## config.mk

```make
export PLATFORM = sky130hd
export DESIGN_NAME = phase_gen
export DESIGN_NICKNAME = d
export VERILOG_FILES = /design/src/rtl/phase_gen.sv
export SDC_FILE = /design/constraint.sdc
export NUM_CORES = 1
export LEC_CHECK = 0
export BUFFER_PORTS_ARGS = -buffer_cell sky130_fd_sc_hd__buf_2
export CELL_PAD_IN_SITES_DETAIL_PLACEMENT = 1
export CELL_PAD_IN_SITES_GLOBAL_PLACEMENT = 2
export CORE_UTILIZATION = 34
export CTS_CLUSTER_SIZE = 16
export DETAILED_ROUTE_END_ITERATION = 6
export HOLD_SLACK_MARGIN = 0.06
export PLACE_DENSITY_LB_ADDON = 0.1
export SYNTH_ARGS = -nofsm -noshare
export SYNTH_HDL_FRONTEND = slang
export SYNTH_SLANG_ARGS = --single-unit
```

## constraint.sdc

```tcl
create_clock -name clk -period 4.8 [get_ports clk]
set_input_delay 0.24 -clock clk [delete_from_list [all_inputs] [get_ports clk]]
set_output_delay 0.24 -clock clk [all_outputs]
set_load 0.02 [all_outputs]
```

## src/rtl/phase_gen.sv

```systemverilog
// Front-end for the sine pipeline: streams 64 coefficient writes into the table
// in LOAD mode, and in RUN mode splits an accumulated phase word into table/CORDIC indices.
module phase_gen #(
  parameter int ACC_W = 24
) (
  input  logic             clk,
  input  logic             reset,
  input  logic             start_load,
  input  logic             ld_valid,
  input  logic [47:0]      ld_data,
  output logic             ld_ready,
  input  logic             run,
  input  logic [ACC_W-1:0] ftw,
  input  logic             ftw_we,
  input  logic [15:0]      phase_ofs,
  output logic             busy,
  output logic             cen,
  output logic             wen_trans,
  output logic [5:0]       index_wri,
  output logic [47:0]      D,
  output logic [2:0]       index_qua,
  output logic [5:0]       index_rea,
  output logic [6:0]       index_cor
);

  // state  | meaning
  // S_IDLE | no table access; indices hold
  // S_LOAD | accept ld_data beats, write table entries 0..63
  // S_RUN  | accumulate phase, drive read indices every cycle
  localparam logic [1:0] S_IDLE = 2'd0;
  localparam logic [1:0] S_LOAD = 2'd1;
  localparam logic [1:0] S_RUN  = 2'd2;

  logic [1:0]       state;
  logic [ACC_W-1:0] acc;
  logic [ACC_W-1:0] ftw_reg;
  logic [ACC_W-1:0] acc_next;
  logic [5:0]       cnt;
  logic [15:0]      phase;
  logic             accept;

  assign ld_ready = (state == S_LOAD);
  assign busy     = (state != S_IDLE);
  assign accept   = ld_valid & ld_ready;
  assign acc_next = acc + ftw_reg;
  assign phase    = acc_next[ACC_W-1 -: 16] + phase_ofs;

  // Tuning word loads independently of mode; the accumulator sees the old value on the same edge.
  always_ff @(posedge clk or posedge reset) begin
    if (reset) ftw_reg <= '0;
    else if (ftw_we) ftw_reg <= ftw;
  end

  always_ff @(posedge clk or posedge reset) begin
    if (reset) begin
      state     <= S_IDLE;
      acc       <= '0;
      cnt       <= '0;
      cen       <= 1'b0;
      wen_trans <= 1'b0;
      index_wri <= '0;
      D         <= '0;
      index_qua <= '0;
      index_rea <= '0;
      index_cor <= '0;
    end else begin
      case (state)
        S_IDLE: begin
          cen       <= 1'b0;
          wen_trans <= 1'b0;
          if (start_load) begin
            state <= S_LOAD;
            acc   <= '0;
            cnt   <= '0;
          end else if (run) begin
            state <= S_RUN;
          end
        end
        S_LOAD: begin
          if (accept) begin
            index_wri <= cnt;
            D         <= ld_data;
            wen_trans <= 1'b1;
            cen       <= 1'b1;
            cnt       <= cnt + 6'd1;
            if (cnt == 6'd63) state <= S_IDLE;
          end else begin
            wen_trans <= 1'b0;
            cen       <= 1'b0;
          end
        end
        S_RUN: begin
          wen_trans <= 1'b0;
          if (start_load) begin
            state <= S_LOAD;
            acc   <= '0;
            cnt   <= '0;
            cen   <= 1'b0;
          end else if (!run) begin
            state <= S_IDLE;
            cen   <= 1'b0;
          end else begin
            acc       <= acc_next;
            index_qua <= phase[15:13];
            index_rea <= phase[12:7];
            index_cor <= phase[6:0];
            cen       <= 1'b1;
          end
        end
        default: begin
          state     <= S_IDLE;
          cen       <= 1'b0;
          wen_trans <= 1'b0;
        end
      endcase
    end
  end

endmodule
```

==> metrics.csv, run 1 <==
stage;metric;value;unit
logic_synthesis;share of the synthesized area in the top cell type;47.6;%
floorplanning;DIE HEIGHT;143;um
logic_synthesis;fraction of the yosys area taken by sequential cells;47.6;%
placement;port bufs;167;
worst_setup_path;CP max stage cell;fa_1;
clocking;CTS tree;yes;
grt;first-pass GRT wire length;30000;um
logic_synthesis;dominant cells by area after synthesis;dfrtp_1, mux2_2, ha_1;
worst_setup_path;ordered cell list for the critical path;ha_1 > inv_1 > fa_1 > and2b_1 > o21ai_2 > a21oi_2 > nor2_1 > o21bai_1 > xor2_1 > ha_1 > inv_1 > fa_1 > nor2b_1 > o21ai_0 > a21boi_1 > o21ai_2 > a211oi_1 > nor3_1 > o31ai_1 > xor2_1 > mux2_2;
clocking;Max clock buf depth;2;
sta;Tightest Pin Transition;0.804;ns
logic_synthesis;Async SR Flop Fraction;100;%
logic_synthesis;synth cell count leaders;dfrtp_1, mux2_2, nand2_1;
run;max cap viols;0;
logic_synthesis;Post-synth EDFFs;0;
cells_and_area;Filler cells;2209;
logic_synthesis;largest family of logic cells by synthesized area;compound AO/OA/AOI/OAI gates;
grt;GRT Util Overall;19.1;%
power;peak supply drop;0.264;mV
logic_synthesis;Synth Cell Area;6730;sq um
clocking;clock latency on the worst-skew pair;0.42;ns
clocking;clock buffer count from CTS;17;
worst_setup_path;Crit path max-delay family;compound AO/OA/AOI/OAI gates;
logic_synthesis;Primary FF master, synth;dfrtp_1;
drt;Avg Vias per Cell;4.86;
worst_setup_path;slowest stage delay, CP;0.40;ns
floorplanning;full die area;20400;sq um
clocking;Clk pin slew, worst setup/hold paths;0.06;ns
logic_synthesis;most numerous cell in the Yosys netlist;dfrtp_1;
drt;met2 WL;9860;um
logic_synthesis;yosys warns;0;
worst_setup_path;CP Max Fanout;3;
logic_synthesis;mux contribution to synthesized area;13.5;%
drt;Metal-1 WL;7820;um
sta;Max Fclk;0.222;GHz
drt;TritonRoute pass-1 iters;4;
sta;setup violators final;0;
clocking;clock sink count;128;
logic_synthesis;Mean Syn Cell Area;11.3;sq um
sta;Final period util;93.7;%
grt;residual overflow from global routing;0;
drt;Wirelength per Cell;16.5;um
worst_setup_path;Worst path depth;21;
logic_synthesis;area leader, netlist;dfrtp_1;
sta;Slew Limit Fails;0;
worst_setup_path;crit path DAT;4.80;ns
worst_setup_path;Worst EP required;5.10;ns
grt;antenna violations before repair;0;
cells_and_area;max reg flops;48;
logic_synthesis;simple-gate share of the synthesized area;8.74;%
worst_setup_path;CP Class;reg -> reg;
worst_setup_path;Buf/Inv on CP;2;
power;Pwr Density;552;nW/um^2
sta;final hold violation count;0;
worst_setup_path;Worst Setup End Kind;flop;
drt;Detailed Route WL;18500;um
sta;Max transition margin;46.4;%
drt;Post-DRT Antenna Nets;0;
sta;setup_tns;0;ns
floorplanning;initial core utilization;34.6;%
status;outcome;completed;
grt;vias in the first global route;5908;
clocking;clock tree root driver cell;clkbuf_16;
grt;largest net degree at the start of global routing;58;
cells_and_area;layout cells sized above 1;36.3;%
sta;RSZ-0062 raised after global routing;true;
floorplanning;core area;19500;sq um
floorplanning;I/O pin count;168;
min_path;min-delay worst type;in -> reg;
drt;Top Metal Used;met4;
logic_synthesis;Mapped Nets;737;
drt;WL met3;643;um
drt;Via Count;5453;
sta;clk_skew;0.00739;ns
cells_and_area;Reg area;3200;sq um
floorplanning;Row Count;51;
logic_synthesis;Synth cell types;58;
worst_setup_path;CP startpoint kind;flop;
min_path;Hold Path Depth;2;
logic_synthesis;post-synthesis compound-gate area fraction;15.2;%
drt;Iteration-0 DRC Markers;175;
cells_and_area;fin nets;984;
cells_and_area;synth-to-layout area growth;37.2;%
logic_synthesis;Yosys reg bits;128;
logic_synthesis;Synth Instances;597;
power;Leakage Power;4.51;nW
sta;fin crit period;4.50;ns
drt;DR DRC count;0;
power;total power;5.10;mW
logic_synthesis;Adder-Cell Fraction of Synth Area;8.77;%
placement;GP Congestion;0.820;
clocking;htree depth;4;
logic_synthesis;XOR/XNOR Fraction of Synth Area;4.03;%
cells_and_area;footprint of the multi-input gates;3410;sq um
worst_setup_path;reg2reg path depth;21;
placement;HPWL Detailed;13200;um
floorplanning;die width;143;um
cells_and_area;final antenna diode count;0;
-- metrics by stage --
step	cells	area [sq um]	hold WS, ns	utilization, %	setup slack (ns)
final	1122	9230	0.0725	47.4	0.302
after global routing	1122	9230	0.0605	47.4	-0.0286
after CTS	1119	9180	0.0600	47.2	0.0778
after detailed placement	1022	7910	0.276	40.6	0.173
after global placement	1022	7910	0.271	40.6	0.304
after floorplan	597	6730	0.338	-	0.783
-- power by group --
part | leakage, nW | internal [mW] | switching (mW)
Sequential | 1.60 | 1.43 | 0.185
Clock | 0.303 | 0.835 | 0.538
Combinational | 2.60 | 0.880 | 1.23
-- cell type report --
class	count	area share, %
tap	265	3.59
timing repair buffer	243	17.0
inverter	23	0.962
sequential	128	34.7
clock inverter	15	2.15
multi-input combinational	431	36.9
clock buffer	17	4.61
-- per-layer routing --
layer / up-vias / track usage [%]
li1: 2636 / -
met1: 2702 / 22.3
met2: 102 / 35.3
met3: 13 / 3.96
met4: 0 / 5.15
met5: - / 0
-- final timing paths --
| kind | start | endpoint | slack [ns] |
|---|---|---|---|
| max | acc[0] | index_qua[1] | 0.30 |
| min reg2reg | index_cor[1] | index_cor[1] | 0.47 |
| min | ld_data[5] | D[5] | 0.07 |
| min in group asynchronous | reset | ftw_reg[2] | 0.37 |
| max in group asynchronous | reset | ftw_reg[22] | 3.26 |
| max reg2reg | acc[0] | index_qua[1] | 0.30 |
-- kinds of logic (layout without fill, tap and decap cells) --
group	Yosys count	count (layout)
AO/OA/AOI/OAI	148	148
flip-flops	128	128
AND/OR/NAND/NOR	125	125
multiplexers	81	81
adder cells (fa/ha/maj)	46	46
buffers and inverters	38	298
XOR/XNOR	31	31
-- cell usage in the layout (no fill, tap or decap), types with 4 or more instances in the layout --
master,instances
a21o_1,14
dfrtp_1,128
inv_1,22
inv_6,4
a21oi_2,4
buf_2,167
nand2b_1,4
and3_1,4
o21ai_1,4
o21ai_0,41
clkinv_4,5
nor3_1,4
dlygate4sd3_1,67
o21a_1,4
nand2_1,59
xnor2_1,15
and2_1,5
a22o_1,13
nand3_1,8
mux2_2,79
nor2_1,20
a21oi_1,23
a211oi_1,5
ha_1,43
xor2_1,16
clkbuf_16,17
o31ai_1,5
buf_4,9
-- what timing repair did --
action	CTS	global route
hold endpoints to repair	95	2
setup endpoints to repair	0	2
hold buffers	65	2
setup buffers	0	1
resized for setup	0	5
Power figures use the tool's default switching activity.
==> run 2, diff against run 1 <==
- ABC_AREA: default -> 1
- CORE_UTILIZATION: 34 -> 31
- SETUP_SLACK_MARGIN: default -> 0.3
- clock period: 4.8 -> 4.35 ns (I/O delays scaled with it)
==> run 2 against run 1 <==
  * Die area up 16%
  * Maximum frequency up 23%
  * Total power up 8.6%
  * Critical endpoint is now index_rea[2]
  * Largest power group unchanged
==> metrics.csv, run 2 <==
stage;metric;value;unit;change
grt;GRT Util Overall;19.4;%;+0.23 points
cells_and_area;synth-to-layout area growth;34.2;%;
sta;RSZ-0062 raised after global routing;false;;
drt;Wirelength per Cell;15.1;um;-8.2%
drt;Avg Vias per Cell;4.63;;-4.7%
clocking;clock sink count;128;;unchanged
placement;port bufs;167;;unchanged
grt;largest net degree at the start of global routing;103;;+78%
cells_and_area;Filler cells;2753;;+25%
logic_synthesis;synth cell count leaders;nand2_1, dfrtp_1, inv_1;;
logic_synthesis;Primary FF master, synth;dfrtp_1;;
logic_synthesis;fraction of the yosys area taken by sequential cells;44.8;%;-2.8 points
clocking;CTS tree;yes;;
grt;vias in the first global route;7069;;+20%
sta;final hold violation count;0;;unchanged
worst_setup_path;reg2reg path depth;19;;-9.5%
grt;first-pass GRT wire length;36200;um;+21%
logic_synthesis;Post-synth EDFFs;0;;unchanged
sta;WHS;0.0816;ns;+0.00905 ns
logic_synthesis;Mapped Nets;1009;;+37%
worst_setup_path;Worst EP required;4.66;ns;-0.44 ns
placement;Post-DP Area;8320;sq um;+5.2%
logic_synthesis;Synth Instances;869;;+46%
grt;antenna violations before repair;0;;unchanged
sta;Max transition margin;35.9;%;-11 points
worst_setup_path;CP startpoint kind;flop;;
drt;Via Count;6537;;+20%
floorplanning;initial core utilization;31.6;%;-3.0 points
logic_synthesis;Adder-Cell Fraction of Synth Area;8.25;%;-0.52 points
floorplanning;full die area;23700;sq um;+16%
logic_synthesis;Yosys reg bits;128;;unchanged
cells_and_area;footprint of the multi-input gates;3570;sq um;+4.6%
logic_synthesis;simple-gate share of the synthesized area;25.3;%;+17 points
clocking;htree depth;4;;unchanged
sta;setup violators final;0;;unchanged
clocking;Max clock buf depth;2;;unchanged
sta;fin crit period;3.65;ns;-0.849 ns
cells_and_area;max reg flops;48;;unchanged
sta;Tightest Pin Transition;0.962;ns;+0.158 ns
logic_synthesis;mux contribution to synthesized area;3.62;%;-9.9 points
logic_synthesis;yosys warns;0;;unchanged
cells_and_area;most common cell after layout, fill and taps aside;nand2_1;;
logic_synthesis;dominant cells by area after synthesis;dfrtp_1, nand2_1, ha_1;;
clocking;CTS Hold Bufs;73;;+12%
sta;Final Worst Setup Slack;0.700;ns;+0.399 ns
min_path;min-delay worst type;in -> reg;;
worst_setup_path;Worst Setup End Kind;flop;;
drt;Detailed Route WL;21400;um;+16%
cells_and_area;Final Cell Area;9610;sq um;+4.0%
grt;residual overflow from global routing;0;;unchanged
logic_synthesis;Synth cell types;48;;-17%
sta;Max Fclk;0.274;GHz;+23%
cells_and_area;fin nets;1254;;+27%
clocking;Post-CTS Setup Bufs;0;;unchanged
status;outcome;completed;;
placement;HPWL Detailed;15600;um;+18%
power;Pwr Density;577;nW/um^2;+4.4%
placement;pre-CTS setup slack;0.714;ns;+0.541 ns
floorplanning;DIE HEIGHT;154;um;+7.9%
cells_and_area;layout cells sized above 1;23.6;%;-13 points
sta;Slew Limit Fails;0;;unchanged
logic_synthesis;Synth Cell Area;7160;sq um;+6.3%
floorplanning;Row Count;55;;+7.8%
clocking;clock buffer count from CTS;17;;unchanged
sta;Final period util;83.9;%;-9.8 points
power;Leakage Power;5.15;nW;+14%
logic_synthesis;Mean Syn Cell Area;8.24;sq um;-27%
clocking;CTS resizes;0;;unchanged
drt;TritonRoute pass-1 iters;4;;unchanged
logic_synthesis;share of the synthesized area in the top cell type;44.8;%;-2.8 points
logic_synthesis;area leader, netlist;dfrtp_1;;
logic_synthesis;post-synthesis compound-gate area fraction;9.97;%;-5.3 points
cells_and_area;Reg area;3200;sq um;unchanged
placement;GP Congestion;0.775;;-5.5%
clocking;clock latency on the worst-skew pair;0.43;ns;about the same
logic_synthesis;XOR/XNOR Fraction of Synth Area;2.66;%;-1.4 points
power;peak supply drop;0.232;mV;-12%
floorplanning;I/O pin count;168;;unchanged
floorplanning;die width;154;um;+7.9%
drt;DR DRC count;0;;unchanged
floorplanning;core area;22600;sq um;+16%
worst_setup_path;CP Class;reg -> reg;;
min_path;Hold Path Depth;3;;+1
run;max cap viols;0;;unchanged
cells_and_area;final antenna diode count;0;;unchanged
sta;clk_skew;0.0126;ns;+0.00522 ns
clocking;Clk pin slew, worst setup/hold paths;0.06;ns;about the same
drt;Iteration-0 DRC Markers;253;;+45%
logic_synthesis;most numerous cell in the Yosys netlist;nand2_1;;
cells_and_area;commonest non-fill, non-tap cells in the layout;nand2_1, buf_2, dfrtp_1;;
worst_setup_path;crit path DAT;3.96;ns;-0.84 ns
clocking;clock tree root driver cell;clkbuf_16;;
logic_synthesis;largest family of logic cells by synthesized area;simple AND/OR/NAND/NOR gates;;
worst_setup_path;CP Max Fanout;5;;+2
drt;Post-DRT Antenna Nets;0;;unchanged
logic_synthesis;Async SR Flop Fraction;100;%;unchanged
sta;setup_tns;0;ns;unchanged
-- run 2: cell count changes in the layout (fill, tap and decap cells not counted), sizes merged, moves of 23 or more --
cell   before  now
inv        29   88
nor2       20   43
mux2       79   23
nand2      60  325
nand3       8   31
-- run 2: area by class of cell --
| cell class | count | share of cell area, % |
|---|---|---|
| Multi-Input combinational cell | 639 | 37.1 |
| Inverter | 83 | 3.30 |
| Tap cell | 285 | 3.71 |
| Timing Repair Buffer | 245 | 16.7 |
| Clock buffer | 18 | 4.47 |
| Sequential cell | 128 | 33.3 |
| Clock inverter | 14 | 1.33 |
-- run 2: metal layers --
layer | share of wire (%) | global-route usage, %
met5 | 0 | 0
met4 | 1.4 | 6.24
met3 | 3.9 | 3.95
met2 | 48 | 32.1
met1 | 47 | 25.1
-- run 2: report_power, final --
part           internal [mW]  switching, mW  total, mW  leakage, nW
Combinational          0.846           1.59       2.43         3.26
Sequential              1.55          0.191       1.74         1.63
Clock                  0.747          0.613       1.36        0.253
Total                   3.15           2.39       5.54         5.15
-- run 2: worst max-delay path, stage by stage (launching register included) --
cell      delay [ns]
dfrtp_1         0.35
ha_1            0.20
inv_1           0.08
fa_1            0.39
inv_1           0.09
nand2_1         0.08
o21ai_2         0.23
nand2_1         0.11
nand2_1         0.13
a21oi_2         0.08
xnor2_1         0.32
ha_1            0.35
a21oi_1         0.19
o21ai_2         0.10
a21boi_1        0.20
o21ai_0         0.17
a21oi_1         0.22
nand2_1         0.08
nand3_1         0.09
nand2_1         0.06
-- run 2: worst paths after layout --
| check | start | end | slack, ns |
|---|---|---|---|
| worst max-delay path | acc[0] | index_rea[2] | 0.70 |
| worst min-delay path | start_load | state[0] | 0.08 |
| worst max register to register | acc[0] | index_rea[2] | 0.70 |
| worst min register to register | D[34] | D[34] | 0.47 |
| max in group asynchronous | reset | acc[11] | 2.83 |
| min in group asynchronous | reset | D[1] | 0.54 |
-- run 2: logic make-up (layout without fill, tap and decap cells) --
group	after synthesis	after routing
and+or+nand+nor	432	432
xor gates and xnor gates	20	20
adders and majority gates	46	46
buffers and inverters	102	360
muxes	23	23
DFF	128	128
AOI/OAI and AO/OA	118	118
-- run 2: through the flow --
| step | utilization, % | std cells | total power, mW |
|---|---|---|---|
| 2_1_floorplan | - | 869 | 3.39 |
| 4_1_cts | 42.4 | 1412 | 5.64 |
| 3_5_place_dp | 36.7 | 1307 | 4.18 |
| 3_3_place_gp | 36.7 | 1307 | 4.16 |
| 6_report | 42.4 | 1412 | 5.54 |
| 5_1_grt | 42.4 | 1412 | 6.00 |
